File: src/rtl/fetch_line_sequencer_pkg.sv
// Shared fetch-line definitions: line geometry and the sequencer state encoding.
package fetch_line_sequencer_pkg;

    localparam int unsigned LINE_BYTES = 32;
    localparam int unsigned SLOTS      = 8;
    localparam int unsigned SLOT_SHIFT = 2;
    localparam int unsigned LINE_SHIFT = 5;
    localparam int unsigned LINE_W     = SLOTS * 32;

    typedef enum logic [2:0] {
        ST_IDLE  = 3'd0,
        ST_REQ   = 3'd1,
        ST_WAIT  = 3'd2,
        ST_OUT   = 3'd3,
        ST_DRAIN = 3'd4
    } state_t;

endpackage

File: src/rtl/fetch_line_sequencer_slot_mask.sv
// Slot-offset to valid-mask decode: slots at or above the fetch offset are valid.
// Purely combinational so the branch predictor can reuse it.
module fetch_line_sequencer_slot_mask
    import fetch_line_sequencer_pkg::*;
(
    input  logic [LINE_SHIFT-SLOT_SHIFT-1:0] slot,
    output logic [SLOTS-1:0]                 mask
);

    assign mask = {SLOTS{1'b1}} << slot;

endmodule

File: src/rtl/fetch_line_sequencer.sv
// Fetch-line sequencer: issues one line request at a time, captures the returned
// line into a held bundle, presents it to the instruction buffer under
// back-pressure, and discards responses orphaned by a redirect.
module fetch_line_sequencer
    import fetch_line_sequencer_pkg::*;
#(
    parameter int              PC_W     = 64,
    parameter logic [PC_W-1:0] RESET_PC = '0
) (
    input  logic              clock,
    input  logic              reset_n,
    input  logic              flush_i,
    input  logic [PC_W-1:0]   redirect_pc_i,
    input  logic              buf_full_i,
    output logic              ic_req_o,
    output logic [PC_W-1:0]   ic_addr_o,
    input  logic              ic_ack_i,
    input  logic              ic_rvld_i,
    input  logic [LINE_W-1:0] ic_rdata_i,
    output logic [LINE_W-1:0] inst_bundle_o,
    output logic [SLOTS-1:0]  inst_vld_o,
    output logic [PC_W-1:0]   bundle_pc_o,
    output logic              fetch_stall_o
);

    state_t            state;
    logic [PC_W-1:0]   fetch_pc;
    logic [LINE_W-1:0] bundle;
    logic [SLOTS-1:0]  mask;
    logic [PC_W-1:0]   bundle_pc;
    logic [SLOTS-1:0]  pc_mask;
    logic              drain_next;

    function automatic logic [PC_W-1:0] line_of(input logic [PC_W-1:0] pc);
        return pc & ~PC_W'(LINE_BYTES - 1);
    endfunction

    fetch_line_sequencer_slot_mask u_slot_mask (
        .slot (fetch_pc[LINE_SHIFT-1:SLOT_SHIFT]),
        .mask (pc_mask)
    );

    // A redirect leaves one response owed by the cache when it lands on an
    // accepted request or on a wait that has not yet seen its data.
    assign drain_next = (state == ST_REQ && ic_ack_i) ||
                        ((state == ST_WAIT || state == ST_DRAIN) && !ic_rvld_i);

    // Sequencer FSM with fetch PC, held bundle and registered request strobe.
    always_ff @(posedge clock or negedge reset_n) begin
        if (!reset_n) begin
            state     <= ST_IDLE;
            fetch_pc  <= RESET_PC;
            bundle    <= '0;
            mask      <= '0;
            bundle_pc <= '0;
            ic_req_o  <= 1'b0;
        end else begin
            ic_req_o <= 1'b0;
            if (flush_i) begin
                fetch_pc <= redirect_pc_i;
                mask     <= '0;
                state    <= drain_next ? ST_DRAIN : ST_IDLE;
            end else begin
                case (state)
                    ST_IDLE: begin
                        state    <= ST_REQ;
                        ic_req_o <= 1'b1;
                    end
                    ST_REQ: begin
                        if (ic_ack_i) begin
                            state <= ST_WAIT;
                        end else begin
                            ic_req_o <= 1'b1;
                        end
                    end
                    ST_WAIT: begin
                        if (ic_rvld_i) begin
                            bundle    <= ic_rdata_i;
                            mask      <= pc_mask;
                            bundle_pc <= line_of(fetch_pc);
                            state     <= ST_OUT;
                        end
                    end
                    ST_OUT: begin
                        if (!buf_full_i) begin
                            fetch_pc <= line_of(fetch_pc) + PC_W'(LINE_BYTES);
                            state    <= ST_REQ;
                            ic_req_o <= 1'b1;
                        end
                    end
                    ST_DRAIN: begin
                        if (ic_rvld_i) begin
                            state    <= ST_REQ;
                            ic_req_o <= 1'b1;
                        end
                    end
                    default: state <= ST_IDLE;
                endcase
            end
        end
    end

    assign ic_addr_o     = line_of(fetch_pc);
    assign inst_bundle_o = bundle;
    assign bundle_pc_o   = bundle_pc;
    assign inst_vld_o    = (state == ST_OUT && !buf_full_i && !flush_i) ? mask : '0;
    assign fetch_stall_o = (state == ST_OUT) && buf_full_i && !flush_i;

    // Line data may only arrive while a request is outstanding.
    assert property (@(posedge clock) disable iff (!reset_n)
        ic_rvld_i |-> (state == ST_WAIT || state == ST_DRAIN));

    // A pending request keeps its address until accepted or redirected.
    assert property (@(posedge clock) disable iff (!reset_n)
        (ic_req_o && !ic_ack_i && !flush_i) |=> (ic_req_o && $stable(ic_addr_o)));

endmodule

File: config.mk
export PLATFORM = sky130hd
export DESIGN_NAME = fetch_line_sequencer
export DESIGN_NICKNAME = d
export VERILOG_FILES = /design/src/rtl/fetch_line_sequencer_pkg.sv /design/src/rtl/fetch_line_sequencer_slot_mask.sv /design/src/rtl/fetch_line_sequencer.sv
export SDC_FILE = /design/constraint.sdc
export NUM_CORES = 1
export LEC_CHECK = 0
export CORE_AREA = 2 2 283 285
export CTS_CLUSTER_DIAMETER = 150
export DETAILED_ROUTE_END_ITERATION = 16
export DIE_AREA = 0 0 285 287
export PLACE_DENSITY = 0.52
export SLEW_MARGIN = 40
export SYNTH_ARGS = -nofsm -noshare
export SYNTH_HDL_FRONTEND = slang
export SYNTH_SLANG_ARGS = --single-unit
File: constraint.sdc
create_clock -name clock -period 2.95 [get_ports clock]
set_input_delay 0.4425 -clock clock [delete_from_list [all_inputs] [get_ports clock]]
set_output_delay 0.4425 -clock clock [all_outputs]
set_load 0.1 [all_outputs]
# == Word-level counts from Yosys, hierarchy flattened ==
# Index checks and enable logic that the tools add are counted.
# totals
wordCells,56
out_inout_bits,394
regBits,391
# classes
reduce_logical,19
eq_ne,9
n_mux,19
n_bitwise,1
add_sub_neg,1
n_shift,1
# op_table
cell,count
64-bit two-way mux,3
"64-bit by 6-bit adder with 64-bit output, second input constant",1
8-bit two-way mux,4
3-bit two-way mux,6
3-bit case mux with 5 select lines,1
"3-bit inequality test, second input constant",4
"8-bit by 3-bit left shift with 8-bit output, first input constant",1
"3-bit by 2-bit == test with 1-bit output, second input constant",2
1-bit logical AND,6
2-bit nonzero test,3
1-bit two-way mux,4
1-bit case mux with 4 select lines,1
2-bit AND reduction,2
4-bit AND reduction,1
"3-bit by 1-bit == test with 1-bit output, second input constant",1
"3-bit == test, second input constant",1
1-bit zero test,3
3-bit zero test,1
3-bit AND reduction,1
1-bit logical OR,2
"2-bit inequality test, second input constant",1
1-bit inverter,1

# == Depth between registers and ports, before layout ==
# Gate-level depths: netlist of the first run.
# logic_depth
word_depth,6
depth_mapped,8
depth_no_buf,6

# == By module ==
# From an unflattened synthesis of the first run, not the netlist that was laid out.
# unflattened
cells_unflattened,1893
area_unflattened_um2,16545.9
# modules_own_cells
module,cells_per_inst,area_each_um2,instances
fetch_line_sequencer,1884,16498.3,1
fetch_line_sequencer_slot_mask,9,47.5,1

# == Worst setup path before layout of the first run ==
# OpenSTA, ideal clock, no wires.
# synth_path
path_kind,input port to output port
from,input flush_i
to,output inst_vld_o[7]
t_arrival_ns,2.264
required_ns,2.508
path_buffers,2
cell_stages,5
setup_slack_ns,0.243
path_cell_list,clkbuf_1 > inv_1 > clkbuf_1 > nand2_1 > nor2_1
# synth_between
elab_chain_len,3
# synth_lines
item,line,text
start: declaration,fetch_line_sequencer.sv:12,"input logic flush_i,"
1-bit zero test,fetch_line_sequencer.sv:106,assign inst_vld_o = (state == ST_OUT && !buf_full_i && !flush_i) ? mask : '0;
1-bit logical AND,fetch_line_sequencer.sv:106,
8-bit two-way mux,fetch_line_sequencer.sv:106,
end: declaration,fetch_line_sequencer.sv:21,"output logic [SLOTS-1:0] inst_vld_o,"
# Every way passes these cells.

# == Worst setup path in the final report of the first run ==
# layout_path
from,register state[2]
to,output inst_vld_o[2]
# layout_between
elab_chain_len,4
# layout_lines
item,line,text
start: declaration,fetch_line_sequencer.sv:26,state_t state;
start signal: assignment,fetch_line_sequencer.sv:62,state <= drain_next ? ST_DRAIN : ST_IDLE;
3-bit by 2-bit == test with 1-bit output,fetch_line_sequencer.sv:106,
1-bit logical AND (2 in a row),fetch_line_sequencer.sv:106,
8-bit two-way mux,fetch_line_sequencer.sv:106,
# Every way passes these cells.

==> results of run 1 <==
-- layer usage --
layer / vias up / share of wire (%)
met5: - / 0.050
met4: 6 / 2.9
met3: 102 / 7.0
met2: 480 / 49
met1: 7138 / 41
li1: 7317 / -
-- worst max-delay path by stage --
stage / startpoint / to / slack, ns
2_1_floorplan: flush_i / inst_vld_o[7] / 0.24
3_3_place_gp: buf_full_i / fetch_pc[54] / -0.01
3_5_place_dp: buf_full_i / fetch_pc[60] / -0.02
4_1_cts: state[2] / inst_vld_o[2] / 0.33
5_1_grt: state[2] / inst_vld_o[3] / 0.27
6_report: state[2] / inst_vld_o[2] / 0.39
-- sequential cells by signal (all words and copies together) (netlist names) --
name and cells:
inst_bundle_o 256, fetch_pc 62, bundle_pc_o 59, mask 8, state 3, ic_req_o 1
-- placed cells by master, fill, tap and decap left out, types with 11 or more instances in the layout --
cell,instances
sky130_fd_sc_hd__nand2_1,1018
sky130_fd_sc_hd__or3_1,11
sky130_fd_sc_hd__nor3_1,14
sky130_fd_sc_hd__nor2_1,27
sky130_fd_sc_hd__xnor2_1,16
sky130_fd_sc_hd__clkbuf_1,15
sky130_fd_sc_hd__and3_1,16
sky130_fd_sc_hd__clkdlybuf4s50_1,321
sky130_fd_sc_hd__nand3_1,35
sky130_fd_sc_hd__or4_1,12
sky130_fd_sc_hd__dfrtp_1,389
sky130_fd_sc_hd__buf_12,26
sky130_fd_sc_hd__nor4_1,11
sky130_fd_sc_hd__o21ai_0,58
sky130_fd_sc_hd__nand4_1,26
sky130_fd_sc_hd__clkbuf_16,52
sky130_fd_sc_hd__buf_4,412
sky130_fd_sc_hd__xor2_1,20
sky130_fd_sc_hd__clkinv_2,11
-- final cells by class --
class                           instances  area (um^2)  share of cell area, %
Sequential cell                       389         9730                   38.1
Timing Repair Buffer                  761         6850                   26.8
Multi-Input combinational cell       1360         5970                   23.4
Clock buffer                           75         1470                   5.74
Tap cell                             1050         1310                   5.14
Clock inverter                         19          193                  0.754
Inverter                                8         30.0                  0.117
Antenna cell                            2         5.00                 0.0196
-- where the power goes --
part	switching, uW	leakage (uW)	internal, uW
sequential	1070	0.00501	7030
combinational	14800	0.00702	3240
clock	2470	0.000813	3700
-- kinds of logic (layout without fill, tap and decap cells) --
logic type / count (synthesis) / after routing / share of synthesized area [%]
and+or+nand+nor: 1211 / 1211 / 30.1
DFF: 389 / 389 / 58.7
buffers and inverters: 174 / 863 / 5.55
AOI/OAI and AO/OA: 99 / 99 / 3.49
xor gates and xnor gates: 36 / 36 / 1.90
muxes: 3 / 3 / 0.189
adders and majority gates: 1 / 1 / 0.0754
other: 1 / 12 / 0.0226
-- critical path, cell delays in order, from the launching register on --
cell	delay [ns]
sky130_fd_sc_hd__dfrtp_1	0.37
sky130_fd_sc_hd__buf_4	0.17
sky130_fd_sc_hd__and4bb_2	0.31
sky130_fd_sc_hd__buf_4	0.23
sky130_fd_sc_hd__and3_1	0.25
sky130_fd_sc_hd__buf_12	0.19
-- metrics by stage --
| step | std cells | utilization (%) |
|---|---|---|
| after floorplan | 1923 | - |
| after global placement | 3567 | 30.4 |
| after detailed placement | 3567 | 30.4 |
| after CTS | 3662 | 32.5 |
| after global routing | 3663 | 32.5 |
| final | 3664 | 32.5 |
==> metrics list, run 1 <==
- In the final routed layout, each cell accounts on average for 18.1 um.
* Top-area cell type share of the netlist area: between 50% and 60%
- Synth cell count leaders: 1018 x sky130_fd_sc_hd__nand2_1, 389 x sky130_fd_sc_hd__dfrtp_1, 93 x sky130_fd_sc_hd__clkbuf_1
- Max frequency: 390 MHz
* Final Wtd Congestion: ~0.79
- By startpoint and endpoint, the worst setup path is classified as register to output pin.
* Global routing met3 resource utilization: ~4.1%
- In this run the critical register-to-register path is captured at fetch_pc[51].
* Static Leak: approximately 0.013 uW
- Synth Register Bits: 389
* Setup ws final: 0.387 ns
- Total power after layout: 32300 uW
* Syn_area_per_cell: 8.66 um^2
* Layout net count: slightly below 3000
- Sequential cell area fraction in the yosys report: between 50% and 60%
* Setup-violating endpoint count in the final report: 0
- The initial antenna violation count was 8.
- Latest clock arrival within the worst-skew pair: between 0.5 and 0.6 ns
* Maximum number of pins on one net before global-route repair: 101
* Routed vias: roughly 15000
* Final-layout fill cell count: around 8300
* Width of the die: ~290 um
- Finished layout cell area: ~26000 um^2
* Number of antenna-violating nets in the routed design: 0
- Clock Sinks: roughly 400
- Wire length reported by the detailed router: 66400 um
- Headroom to the max-slew limit: between 50% and 60%
- Setup repair after global routing missed its margin: false
- Compared with the post-synthesis result, the final layout area differs by 54.2%.
* Data arrival time of the critical path: about 2.1 ns
- The most used flip-flop cell after synthesis is sky130_fd_sc_hd__dfrtp_1.
* CTS Root Cell: sky130_fd_sc_hd__clkbuf_16
- For this run, design rule violations remaining after detail routing come to 0.
- The largest total area in the synthesized netlist belongs to sky130_fd_sc_hd__dfrtp_1.
- Hold_ws: about 0.26 ns
- The run finished with clean final reports.
* Final setup skew: approximately 0.018 ns
* Post-Place Cell Area: 23900 um^2
- In the post-synthesis netlist, the cell with the most instances is sky130_fd_sc_hd__nand2_1.
* Worst EP required: 2.51 ns
- Minimum clock period after layout: approximately 2.6 ns
* IO Count: 720
* Max Slew Vio Count: 0
* Met1 routing resource usage after global routing: roughly a fifth
- Detailed-routing iteration count for the pre-antenna-repair pass: 6
- Initial DRC Count: between 800 and 900
* Hold bufs inserted after CTS: 1
* Startpoint type of the worst setup path: register
* Max-capacitance violation count: 0
- Power density normalized to cell area: around 1300 nW/um^2
- Fraction of registers with async set or reset after synthesis: between 90% and 100%
- The count of final hold-check violations came to 0.
- Endpoint type of the worst setup path: output pin
- Overall Global Routing Usage: between 10% and 20%
- The min-delay analysis places its worst path in the category input pin to register.
* Post-synthesis instance area: ~17000 um^2
* Fraction of final layout cells sized beyond drive strength 1: ~20%
* Post-DP HPWL: slightly below 50000 um
- The worst hold path begins at flush_i.
- Global route hottest layer: met2
- Share of the cycle needed by the critical path after routing: 86.9%
* Top area cells in the synthesized netlist: sky130_fd_sc_hd__dfrtp_1 59%, sky130_fd_sc_hd__nand2_1 23%, sky130_fd_sc_hd__buf_4 3.1%
- Global-route wire length before repair: between 90000 and 100000 um
- Synth warnings: 0
* Crit path max fanout: 14
- Setup slack on the worst reg-to-reg path comes out at roughly 0.49 ns.
- Die H: 287 um
* Number of setup buffers added after CTS: 0
- For the final routed database, the setup TNS stands at 0 ns.
- After floorplanning, the core was divided into 103 placement rows.
* Resized cells post-CTS: 0
- The worst register-to-register path begins at fetch_pc[5].
- Vias in the first global route: between 10000 and 15000
- Synthesis instantiated 44 different standard cells from the library.
* Die ar.: about 82000 um^2
* CTS max path bufs: 3
* Post-synth EDFFs: 0
- Buffers added on ports: approximately 710
* Worst min-delay path endpoint: state[0]
- Worst slack, placed: -0.0165 ns
- At the pin with the least slew margin, the transition time is 0.689 ns.
* Maximum ir drop on the vdd rail: between 0.8 and 0.9 mV
- Via count normalized by instance count: approximately 4.1
- Worst Hold Path Cells: 2
* Initial cell density of the core: roughly a fifth
- In the global route stage, met2 resource usage came out at approximately a quarter.
- The number of clock buffers added by TritonCTS is roughly 50.
* Reg2reg path depth: 6
* GRT overflow: 0
- Clock transition at the registers of the reported paths: about 0.05 ns
* CTS H-tree lvls: 2
- TritonCTS built the clock tree.
- Cell count after synthesis: between 1500 and 2000
* Core area: around 79000 um^2
No activity file was read; power rests on OpenSTA's default activity.
==> run 2: changes to the inputs <==
Settings changed: SKIP_LAST_GASP from default to 1, SLEW_MARGIN 40 to default.
==> results of run 2 <==
No change in the layout: final DEF, timing and power equal those of run 1.
==> run 3: changes to the inputs <==
Settings changed: ABC_AREA from default to 1, CORE_AREA 2 2 283 285 to 2 2 281 283, DIE_AREA 0 0 285 287 to 0 0 283 285, PLACE_DENSITY 0.52 to 0.54.
==> metrics list, run 3 <==
- Arithmetic-cell share of the synthesized area counting full adders, half adders and majority gates: 0.0709% (was 0.0755%)
* Clock Sinks: 389 (unchanged)
- The leading register cell type out of synthesis was sky130_fd_sc_hd__dfrtp_1 (unchanged).
- The max-slew headroom at the worst pin is 56.0% (was 53.6%).
- Setup repair after global routing missed its margin: false (unchanged).
* Vias in the first global route: 16100 (was 14800)
- Top area cells in the synthesized netlist: sky130_fd_sc_hd__dfrtp_1 55%, sky130_fd_sc_hd__nand2_1 24%, sky130_fd_sc_hd__nor2_1 3.1% (was sky130_fd_sc_hd__dfrtp_1 59%, sky130_fd_sc_hd__nand2_1 23%, sky130_fd_sc_hd__buf_4 3.1%).
- CTS H-tree lvls: 2 (unchanged)
- Number of endpoints with negative hold slack in the final report: 0 (unchanged)
* Final-layout fill cell count: 8234 (was 8314)
* Class of the worst hold path: input pin to register (unchanged)
* Via count normalized by instance count: 4.16 (was 4.11)
* Wire length reported by the detailed router: 71900 um (was 66400 um)
- Initial cell density of the core: 22.6% (was 21.1%)
- Clock buffer count from CTS: 46 (was 51)
- The worst path arrival time is 2.02 ns (was 2.12 ns).
* Core area: 78000 um^2 (was 78600 um^2)
* Endpoint type of the worst setup path: output pin (unchanged)
- The remaining global-route overflow came to 0 (unchanged).
* Final standard cell count with taps included and fillers excluded: 3939 (was 3664)
- Maximum number of pins on one net before global-route repair: 122 (was 101)
- Number of setup buffers added after CTS: 0 (unchanged)
- Number of placement rows: 103 (unchanged)
* Top-area cell type share of the netlist area: 55.1% (was 58.7%)
* Flip-flop count of the largest register after layout: 256 (unchanged)
* Transition at the pin with the smallest max-transition slack: 0.661 ns (was 0.689 ns)
- The most frequently used cell type in the post-synthesis netlist was sky130_fd_sc_hd__nand2_1 (unchanged).
- The count of final setup violators is 0 (unchanged).
- Global-route wire length before repair: 107000 um (was 97400 um)
- CTS Root Cell: sky130_fd_sc_hd__clkbuf_16 (unchanged)
- Synth warnings: 0 (unchanged)
- Die H: 285 um (was 287 um)
- Clock transition at the registers of the reported paths: 0.06 ns (was 0.05 ns)
- Overall Global Routing Usage: 17.3% (was 15.6%)
* Hold bufs inserted after CTS: 1 (unchanged)
- Highest-count cells in the layout ignoring fill and taps: 1125 x sky130_fd_sc_hd__nand2_1, 396 x sky130_fd_sc_hd__buf_4, 389 x sky130_fd_sc_hd__dfrtp_1, 321 x sky130_fd_sc_hd__clkdlybuf4s50_1, 146 x sky130_fd_sc_hd__nor2_1 (was 1018 x sky130_fd_sc_hd__nand2_1, 412 x sky130_fd_sc_hd__buf_4, 389 x sky130_fd_sc_hd__dfrtp_1, 321 x sky130_fd_sc_hd__clkdlybuf4s50_1, 58 x sky130_fd_sc_hd__o21ai_0)
* Run status: completed (unchanged)
* Number of antenna-violating nets in the routed design: 0 (unchanged)
- The post-detailed-placement half-perimeter wirelength is 55200 um (was 49400 um).
- The area of the die is 80700 um^2 (was 81800 um^2).
- The width of the die is 283 um (was 285 um).
- Detailed-routing iteration count for the pre-antenna-repair pass: 6 (unchanged)
- The fraction of final layout cells sized beyond drive strength 1 was 18.1% (was 20.1%).
- The share of async-settable or async-resettable flops after synthesis is 100% (unchanged).
- Crit path max fanout: 9 (was 14)
* Share of the cycle needed by the critical path after routing: 83.5% (was 86.9%)
* Max frequency: 406 MHz (was 390 MHz)
* Mux contribution to synthesized area: 0% (was 0.189%)
- The I/O pin count was 720 (unchanged).
- Number of instances in the placed design: 3847 (was 3567)
* Syn_area_per_cell: 8.01 um^2 (was 8.66 um^2)
- CTS tree: yes (unchanged)
- Critical path type: register to output pin (unchanged)
- The total count of max-transition violations in the final report came to 0 (unchanged).
- Buffers added on ports: 707 (unchanged)
- The register bit total from synthesis was 389 (unchanged).
- Routed vias: 16400 (was 15000)
* Startpoint type of the worst setup path: register (unchanged)
* Worst EP required: 2.51 ns (about the same)
- The count of mapped cells out of synthesis is 2203 (was 1914).
- DRC violation count after routing: 0 (unchanged)
* Post-synth EDFFs: 0 (unchanged)
- The main combinational cell family by area after synthesis is simple AND/OR/NAND/NOR gates (unchanged).
* Library cell occupying the most area in the post-synthesis netlist: sky130_fd_sc_hd__dfrtp_1 (unchanged)
* Fraction of the mapped netlist area in simple logic gates: 30.7% (was 30.1%)
- The wire length per cell is 18.2 um (was 18.1 um).
- Final Wtd Congestion: 0.928 (was 0.791)
- Final setup skew: 0.0215 ns (was 0.0178 ns)
- Synth cell count leaders: 1125 x sky130_fd_sc_hd__nand2_1, 389 x sky130_fd_sc_hd__dfrtp_1, 146 x sky130_fd_sc_hd__nor2_1 (was 1018 x sky130_fd_sc_hd__nand2_1, 389 x sky130_fd_sc_hd__dfrtp_1, 93 x sky130_fd_sc_hd__clkbuf_1)
* Initial DRC Count: 1035 (was 874)
- The initial antenna violation count is 9 (was 8).
* Count of unique library cells instantiated by Yosys: 38 (was 44)
- The clock latency at the later pin of the worst-skew pair was 0.59 ns (about the same).
- Layout net count: 3173 (was 2898)
- The time the worst path needs with I/O delays and setup came to 2.46 ns (was 2.56 ns).
* Max-capacitance violation count: 0 (unchanged)
- Area overhead of the layout relative to synthesis: 48.9% (was 54.2%)
- Resized cells post-CTS: 0 (unchanged)
- Post-synthesis instance area: 17700 um^2 (was 16600 um^2)
- CTS max path bufs: 3 (unchanged)
* XOR/XNOR share of the synthesized area: 1.14% (was 1.90%)
- Setup tns final: 0 ns (unchanged)
- Synthesized-area fraction occupied by ao, oa, aoi and oai cells: 4.12% (was 3.49%)
- The sequential share of the synthesized area is 55.1% (was 58.7%).
- Commonest non-fill, non-tap cell in the layout: sky130_fd_sc_hd__nand2_1 (unchanged)
run 3: cell count changes in the layout (fill, tap and decap cells not counted), sizes merged, moves of 10 or more:
cell | previous run | this run
nor2 | 27 | 157
nand2 | 1018 | 1129
inv | 9 | 114
nand3 | 35 | 73
o21ai | 58 | 94
and3 | 16 | 0
buf | 439 | 424
xnor2 | 16 | 1
or4 | 14 | 0
nand4 | 27 | 15
nor4 | 12 | 0
or3 | 12 | 0
and4 | 10 | 0
o211ai | 1 | 11
run 3: logic make-up after synthesis:
| group | count (synthesis) |
|---|---|
| xor+xnor | 23 |
| simple gates | 1383 |
| flops | 389 |
| buf+inv | 274 |
| compound gates | 132 |
| other cells | 1 |
| fa+ha+maj | 1 |
run 3: area by class of cell:
cell class                 instances  area [um^2]  share of cell area (%)
clock inverter                    16          307                    1.17
multi-input combinational       1549         6410                    24.4
tap                             1050         1310                    5.00
clock buffer                      69         1340                    5.09
inverter                         114          435                    1.66
sequential                       389         9730                    37.0
timing repair buffer             746         6740                    25.6
antenna                            6         15.0                  0.0571
run 3: critical path, cell delays in order, from the launching register on:
cell and delay [ns]:
sky130_fd_sc_hd__dfrtp_1 0.45, sky130_fd_sc_hd__nand4_1 0.28, sky130_fd_sc_hd__nor2_4 0.18, sky130_fd_sc_hd__inv_2 0.11
sky130_fd_sc_hd__nor2_1 0.21, sky130_fd_sc_hd__buf_12 0.21
run 3: metrics by stage:
step	util (%)	hold WS (ns)	worst slack (ns)	cell area (um^2)
2_1_floorplan	-	0.147	0.0599	17700
3_3_place_gp	31.6	0.455	0.517	24600
3_5_place_dp	31.6	0.459	0.478	24600
4_1_cts	33.7	0.292	0.346	26300
5_1_grt	33.7	0.323	0.270	26300
6_report	33.7	0.324	0.487	26300
run 3: final timing paths:
check                      slack (ns)              start           endpoint  cells past startpoint
min in group asynchronous        0.45            reset_n    bundle_pc_o[12]                      2
hold reg to reg                  0.47  inst_bundle_o[50]  inst_bundle_o[50]                      2
max in group asynchronous        1.77            reset_n    bundle_pc_o[17]                      3
setup reg to reg                 0.64        fetch_pc[5]       fetch_pc[47]                      9
setup / recovery                 0.49           state[0]      inst_vld_o[0]                      5
hold / removal                   0.32            flush_i            mask[7]                      2
run 3: per-layer routing:
metal	GRT usage [%]	vias to the layer above	routed length [um]
met2	28.7	590	34400
met1	21.1	7672	29300
met5	0	-	27
met3	5.63	104	5840
met4	6.18	4	2240
li1	-	8008	-
Power of run 3 is left out: the tool's default activity adds up to more than one toggle a clock period on the data nets, which glitch-free logic cannot reach.
